--- config.mk ---
export PLATFORM = sky130hd
export DESIGN_NAME = vm1_mem_bridge
export DESIGN_NICKNAME = d
export VERILOG_FILES = /design/src/rtl/vm1_pkg.sv /design/src/rtl/vm1_mem_bridge.sv
export SDC_FILE = /design/constraint.sdc
export NUM_CORES = 1
export LEC_CHECK = 0
export BUFFER_PORTS_ARGS = -buffer_cell sky130_fd_sc_hd__buf_2
export CORE_MARGIN = 4
export CORE_UTILIZATION = 48
export DETAILED_ROUTE_END_ITERATION = 12
export GPL_TIMING_DRIVEN = 0
export MAX_ROUTING_LAYER = met4
export PLACE_DENSITY = 0.84
export SETUP_SLACK_MARGIN = 0.5
export SYNTH_ARGS = -nofsm -noshare
export SYNTH_HDL_FRONTEND = slang
export SYNTH_SLANG_ARGS = --single-unit
--- constraint.sdc ---
create_clock -name pin_clk -period 2.8 [get_ports pin_clk]
set_clock_uncertainty 0.1 [all_clocks]
set_input_delay 0.28 -clock pin_clk [delete_from_list [all_inputs] [get_ports pin_clk]]
set_output_delay 0.28 -clock pin_clk [all_outputs]
set_load 0.005 [all_outputs]
--- src/rtl/vm1_pkg.sv ---
// rtl/vm1_pkg.sv - shared state encoding and window defaults for the vm1 memory bridge
package vm1_pkg;

    typedef enum logic [1:0] {
        ST_IDLE = 2'd0,
        ST_REQ  = 2'd1,
        ST_RPLY = 2'd2,
        ST_DONE = 2'd3
    } vm1_state_e;

    localparam logic [15:0] VM1_BASE_DEFAULT = 16'h0000;
    localparam logic [15:0] VM1_MASK_DEFAULT = 16'h8000;

endpackage

--- src/rtl/vm1_mem_bridge.sv ---
// rtl/vm1_mem_bridge.sv - vm1 bus phase to single-request memory port bridge
module vm1_mem_bridge
    import vm1_pkg::*;
#(
    parameter logic [15:0] BASE = VM1_BASE_DEFAULT,
    parameter logic [15:0] MASK = VM1_MASK_DEFAULT
) (
    input  logic        pin_clk,
    input  logic        pin_reset_n,
    input  logic [15:0] pin_addr,
    input  logic [15:0] pin_dout,
    input  logic        pin_sync,
    input  logic        pin_stb,
    input  logic        pin_we,
    input  logic [1:0]  pin_wtbt,
    output logic [15:0] pin_din,
    output logic        pin_rply,
    output logic        mem_req,
    output logic        mem_we,
    output logic [14:0] mem_addr,
    output logic [1:0]  mem_be,
    output logic [15:0] mem_wdata,
    input  logic        mem_ack,
    input  logic [15:0] mem_rdata
);

    vm1_state_e state, state_nxt;
    logic       served;
    logic       win_sel;
    logic       start;
    logic       ack_in_req;

    assign win_sel    = (pin_addr & MASK) == BASE;
    assign ack_in_req = (state == ST_REQ) && mem_ack;

    always_ff @(posedge pin_clk or negedge pin_reset_n) begin
        if (!pin_reset_n) begin
            state <= ST_IDLE;
        end else begin
            state <= state_nxt;
        end
    end

    // served clears only once pin_stb is low, so a stb level held across reset is not a new phase
    always_comb begin
        state_nxt = state;
        start     = 1'b0;
        case (state)
            ST_IDLE: begin
                if (pin_sync && pin_stb && win_sel && !served) begin
                    start     = 1'b1;
                    state_nxt = ST_REQ;
                end
            end
            ST_REQ: begin
                if (mem_ack) begin
                    state_nxt = (!served || !pin_stb) ? ST_DONE : ST_RPLY;
                end
            end
            ST_RPLY: begin
                if (!pin_stb) begin
                    state_nxt = ST_DONE;
                end
            end
            ST_DONE: state_nxt = ST_IDLE;
            default: state_nxt = ST_IDLE;
        endcase
    end

    always_ff @(posedge pin_clk or negedge pin_reset_n) begin
        if (!pin_reset_n) begin
            served    <= 1'b1;
            mem_req   <= 1'b0;
            mem_we    <= 1'b0;
            mem_addr  <= '0;
            mem_be    <= '0;
            mem_wdata <= '0;
            pin_din   <= '0;
            pin_rply  <= 1'b0;
        end else begin
            if (start) begin
                served <= 1'b1;
            end else if (!pin_stb) begin
                served <= 1'b0;
            end

            if (start) begin
                mem_req   <= 1'b1;
                mem_we    <= pin_we;
                mem_addr  <= pin_addr[15:1];
                mem_be    <= pin_we ? pin_wtbt : 2'b11;
                mem_wdata <= pin_dout;
            end else if (ack_in_req) begin
                mem_req <= 1'b0;
            end

            if (ack_in_req && !mem_we) begin
                pin_din <= mem_rdata;
            end

            pin_rply <= (state_nxt == ST_RPLY);
        end
    end

endmodule

# Word-level counts from Yosys, hierarchy flattened

Index checks and enable logic that the tools add are counted.

Output and inout port bits: 52
Input bits: 56
Word-level logic and storage cells: 38
Register bits after elaboration: 55

Reduce and logical (&&, ||, !) cells: 12
Muxes and demuxes: 12
Equal/unequal tests: 5

Operator list:

| operator                                                                | number |
|---|---|
| 16-bit logical NOT                                                      | 1 |
| 2-bit two-way mux                                                       | 4 |
| 2-bit one-hot mux with 4 select lines                                   | 1 |
| 1-bit two-way mux                                                       | 7 |
| 2-bit == test, second input constant                                    | 3 |
| 1-bit logical AND                                                       | 5 |
| 1-bit logical NOT                                                       | 3 |
| 2-bit by 1-bit == test with 1-bit output, second input constant         | 1 |
| 2-bit logical NOT                                                       | 1 |
| 2-bit by 1-bit inequality test with 1-bit output, second input constant | 1 |
| 2-bit nonzero test                                                      | 1 |
| 1-bit logical OR                                                        | 1 |

# Logic depth before layout (Yosys ltp)

Word-level depth: 6
Depth in mapped cells: 5
Mapped depth without buffers: 3

# Worst setup path before layout

OpenSTA, ideal clock, no wires.

Kind: register to register
Start point: reg state[0]
End point: reg mem_addr[0]
Buffers on the path: 2
Period minus slack after synthesis: 1.617 ns
Path slack: 1.183 ns
Cell stages (with the launch flop): 6
Data required time: 2.573 ns
Arrival time: 1.389 ns
Library setup time: 0.127 ns
Cells stage by stage: dfrtp_1 nor4_1 and3_1 buf_6 buf_6 mux2_1

Word-level cells in the longest chain between the ends: 2

RTL lines:

| item                   | line                 | RTL |
|---|---|---|
| from (decl)            | vm1_mem_bridge.sv:27 | `vm1_state_e state, state_nxt;` |
| from (signal assigned) | vm1_mem_bridge.sv:40 | `state <= state_nxt;` |
| 2-bit logical NOT      | vm1_mem_bridge.sv:48 | `case (state)` |
| 1-bit two-way mux      | vm1_mem_bridge.sv:48 |  |
| to (signal assigned)   | vm1_mem_bridge.sv:90 | `mem_addr <= pin_addr[15:1];` |
| to (decl)              | vm1_mem_bridge.sv:20 | `output logic [14:0] mem_addr,` |

No other way between the ends.
A chain may end at the register's enable or synchronous reset.

# Final worst setup path

Start point: reg state[0]
End point: reg mem_addr[2]

Same word-level chain as after synthesis.

==> results.txt <==
- Setup crit end kind: flop
- STA classifies the critical path startpoint as a flop.
- The worst hold path begins at pin_addr[4].
- Worst Max-Slew Pin Slew: ~1.2 ns
* Clock tree root driver cell: sky130_fd_sc_hd__clkbuf_8
* Peak supply drop: around 0.54 mV
- The final-report max-slew violation count is 0.
- Once detail routing completed, the nets flagged for antenna violations numbered 0.
- After layout, the minimum clock period comes to 1.77 ns.
- In this run, post-CTS repair resized a total of 0 instances.
- The final layout contains routed wiring with a total length of 4300 um.
- Power spread over the standard cell area amounts to 994 nW/um^2.
- In the final routed layout, each cell accounts on average for about 15 um.
- Power spent charging and discharging nets: 795 uW
- First-pass GRT wire length: roughly 6700 um
- Top library cells by usage in the layout, fill and taps aside: sky130_fd_sc_hd__buf_2 (106), sky130_fd_sc_hd__dfrtp_1 (54), sky130_fd_sc_hd__mux2_2 (33)
- The clock drives 55 sinks.
- Of the total power, the share spent switching nets is 0.283.
- At the later pin of the worst-skew pair, clock insertion delay measures approximately 0.30 ns.
- In the synthesized netlist the async set-or-reset flop fraction comes to 1.00.
- In the final design database the tool counted 296 nets.
- Half-perimeter wire length after placement: 3350 um
* Hold Violations, Final: 0
- The number of antenna diodes in the final layout is 0.
* Number of fill cells in the layout: 354
* Number of buffers inserted by post-CTS setup repair: 0
- Run status: completed
- Buffers placed on the I/O ports in this run total about 110.
- Drt first pass iters: 4
- Share of the cycle needed by the critical path after routing: 0.631
* Beginning of the worst register-to-register path: state[0]
* Y dimension of the die: 74.7 um
- In this run the count of I/O pins placed on the die edge is 108.
* Die X-Extent: roughly 75 um
- TritonCTS built the clock tree.
- Internal cell power: a little over 2 mW
* Number of nets in the synthesized netlist: 183
* Area share of the leading cell type in the synthesized netlist: 0.632
- Number of DRC violations after detailed routing: 0
- Capture instance of the worst register-to-register path: mem_addr[2]
* Antenna violations before repair: 0
- Routability congestion estimate from global placement: ~0.72
- RSZ-0062 raised after global routing: false
- Synth area leaders: sky130_fd_sc_hd__dfrtp_1 (63%), sky130_fd_sc_hd__mux2_2 (17%), sky130_fd_sc_hd__mux2_4 (7.0%)
- Adding up every negative setup slack in the final design gives 0 ns.
- Tightest Hold Check Type: in -> reg
* Hold_buf cts: 0
- After layout, the worst setup slack is ~1.0 ns.
- Hold path cells: 2
- Commonest non-fill, non-tap cell in the layout: sky130_fd_sc_hd__buf_2
* Placed inst area: 2730 um^2
- Detailed routing inserted a total of 1,399 vias.
* Count of synthesis-stage warnings from yosys: 0
* Library cells used by synthesis: 21
* EDFF count, synth: 0
* Via count of the first global-routing pass: 1,504
- Headroom to the max-slew limit came out at 0.216.
* Dpl ws: 1.02 ns
* Total routing usage reported by global routing: 0.161
- The die covers 5590 um^2.
- Critical path fanouts, max: 10
* FP Rows: 24
- At the worst endpoint, the arrival time is 1.86 ns.
* Post-CTS clock slew at the launch and capture registers of the worst setup and hold paths: 0.09 ns
- Setup violations remaining at the end of the flow were counted as 0.
* Number of violations of the max-capacitance limit: 0
- Of the synthesized area, sequential elements account for 0.644.
* Fmax: about 570 MHz
- The share of total power dissipated in combinational logic is 0.360.
- Vias per inst: 4.77
- Cell taking the most area after synthesis: sky130_fd_sc_hd__dfrtp_1
* Fin Hold WS: 0.0883 ns
- Most common flop cell mapped by yosys: sky130_fd_sc_hd__dfrtp_1
* Syn Std Cell Area: around 2100 um^2
* Critical path data required time: 2.89 ns
* Maximum number of pins on one net before global-route repair: 56
- Counting every instance in the synthesized netlist gives around 130.
- Layout Cell Area excl Fill: about 2800 um^2
- #FFs+latches synth: between 50 and 60
* Detailed Route Iter0 Violations: a little under 60
* Share of total power in sequential cells: 0.486
* Share of total power in the clock network: 0.155
- Each instance of the synthesized netlist takes up on average 16.8 um^2.
* Maximum count of clock buffers along a single path: 2
- The core region is 4320 um^2.
* Total global routing overflow: 0
* Layout Area Growth over Synthesis: 32.1%
- Cell Count, Final, Fillers Out: 293
* Leak: 1.46 nW
- In this run, CTS created clock tree buffers numbering 5.
* Initial core utilization: 0.495
- Cells after DPL: 285
* Critical path class: reg -> reg
- Total number of H-tree levels: 2
* Share of final-layout standard cells stronger than drive strength 1: 0.676
- Hold endpoint: mem_addr[3]
- FF-to-FF setup slack: 1.03 ns
- R2R cell count: 5
## power by group through the flow
stage	Clock [mW]	Sequential, mW	Combinational (mW)
floorplan	0	1.41	0.489
global placement	0	1.35	1.01
detailed placement	0	1.38	1.04
CTS	0.455	1.37	1.04
global route	0.482	1.42	1.12
finish	0.434	1.36	1.01
## worst max-delay path by stage
stage                     startpoint          end  slack (ns)  cells past startpoint
after floorplan             state[0]  mem_addr[0]        1.18                      5
after global placement      state[1]   pin_din[9]        1.04                      4
after detailed placement    state[1]   pin_din[7]        1.02                      4
after CTS                   state[1]   pin_din[7]        0.99                      4
after global routing        state[1]   pin_din[7]        0.92                      4
final                       state[0]  mem_addr[2]        1.03                      5
## stage by stage
stage          utilization  power (mW)
2_1_floorplan            -        1.90
3_3_place_gp         0.632        2.36
3_5_place_dp         0.632        2.42
4_1_cts              0.653        2.87
5_1_grt              0.653        3.01
6_report             0.653        2.81
## critical path, stage by stage, from the launching register on
cell and delay [ns]:
sky130_fd_sc_hd__dfrtp_1 0.42, sky130_fd_sc_hd__nor4_1 0.25, sky130_fd_sc_hd__and3_1 0.23, sky130_fd_sc_hd__buf_6 0.17
sky130_fd_sc_hd__buf_6 0.15, sky130_fd_sc_hd__mux2_1 0.33
## registers in the layout, summed over array words and instances (netlist names)
register / cells
mem_we: 1
pin_rply: 1
mem_be: 2
pin_din: 16
state: 2
mem_req: 1
served: 1
mem_wdata: 16
mem_addr: 15
## synthesized netlist by cell type (all sizes together), types with 2 or more instances
library cell / count
buf: 5
nand2b: 4
dfrtp: 54
a21o: 2
a21oi: 2
mux2: 49
## cell type report
type / count / area (um^2) / share of cell area
plain buffers: 5 / 61.3 / 0.0217
clock buffers: 7 / 86.3 / 0.0306
clock inverters: 1 / 5.00 / 0.00177
inverters: 1 / 3.75 / 0.00133
multi-input cells: 66 / 696 / 0.246
flip-flops and latches: 55 / 1380 / 0.488
well taps: 52 / 65.1 / 0.0230
repair buffers: 106 / 531 / 0.188
## cell families after synthesis
group,Yosys count,share of synthesized area
buffers and inverters,6,0.0304
AND/OR/NAND/NOR,12,0.0357
flip-flops,55,0.644
AO/OA/AOI/OAI,5,0.0140
multiplexers,49,0.276
## layer usage
metal,global-route usage,part of all wire
met5,-,0
met4,0.0474,0.0088
met3,0.0360,0.072
met2,0.275,0.50
met1,0.192,0.42
No activity file was read; power rests on OpenSTA's default activity.
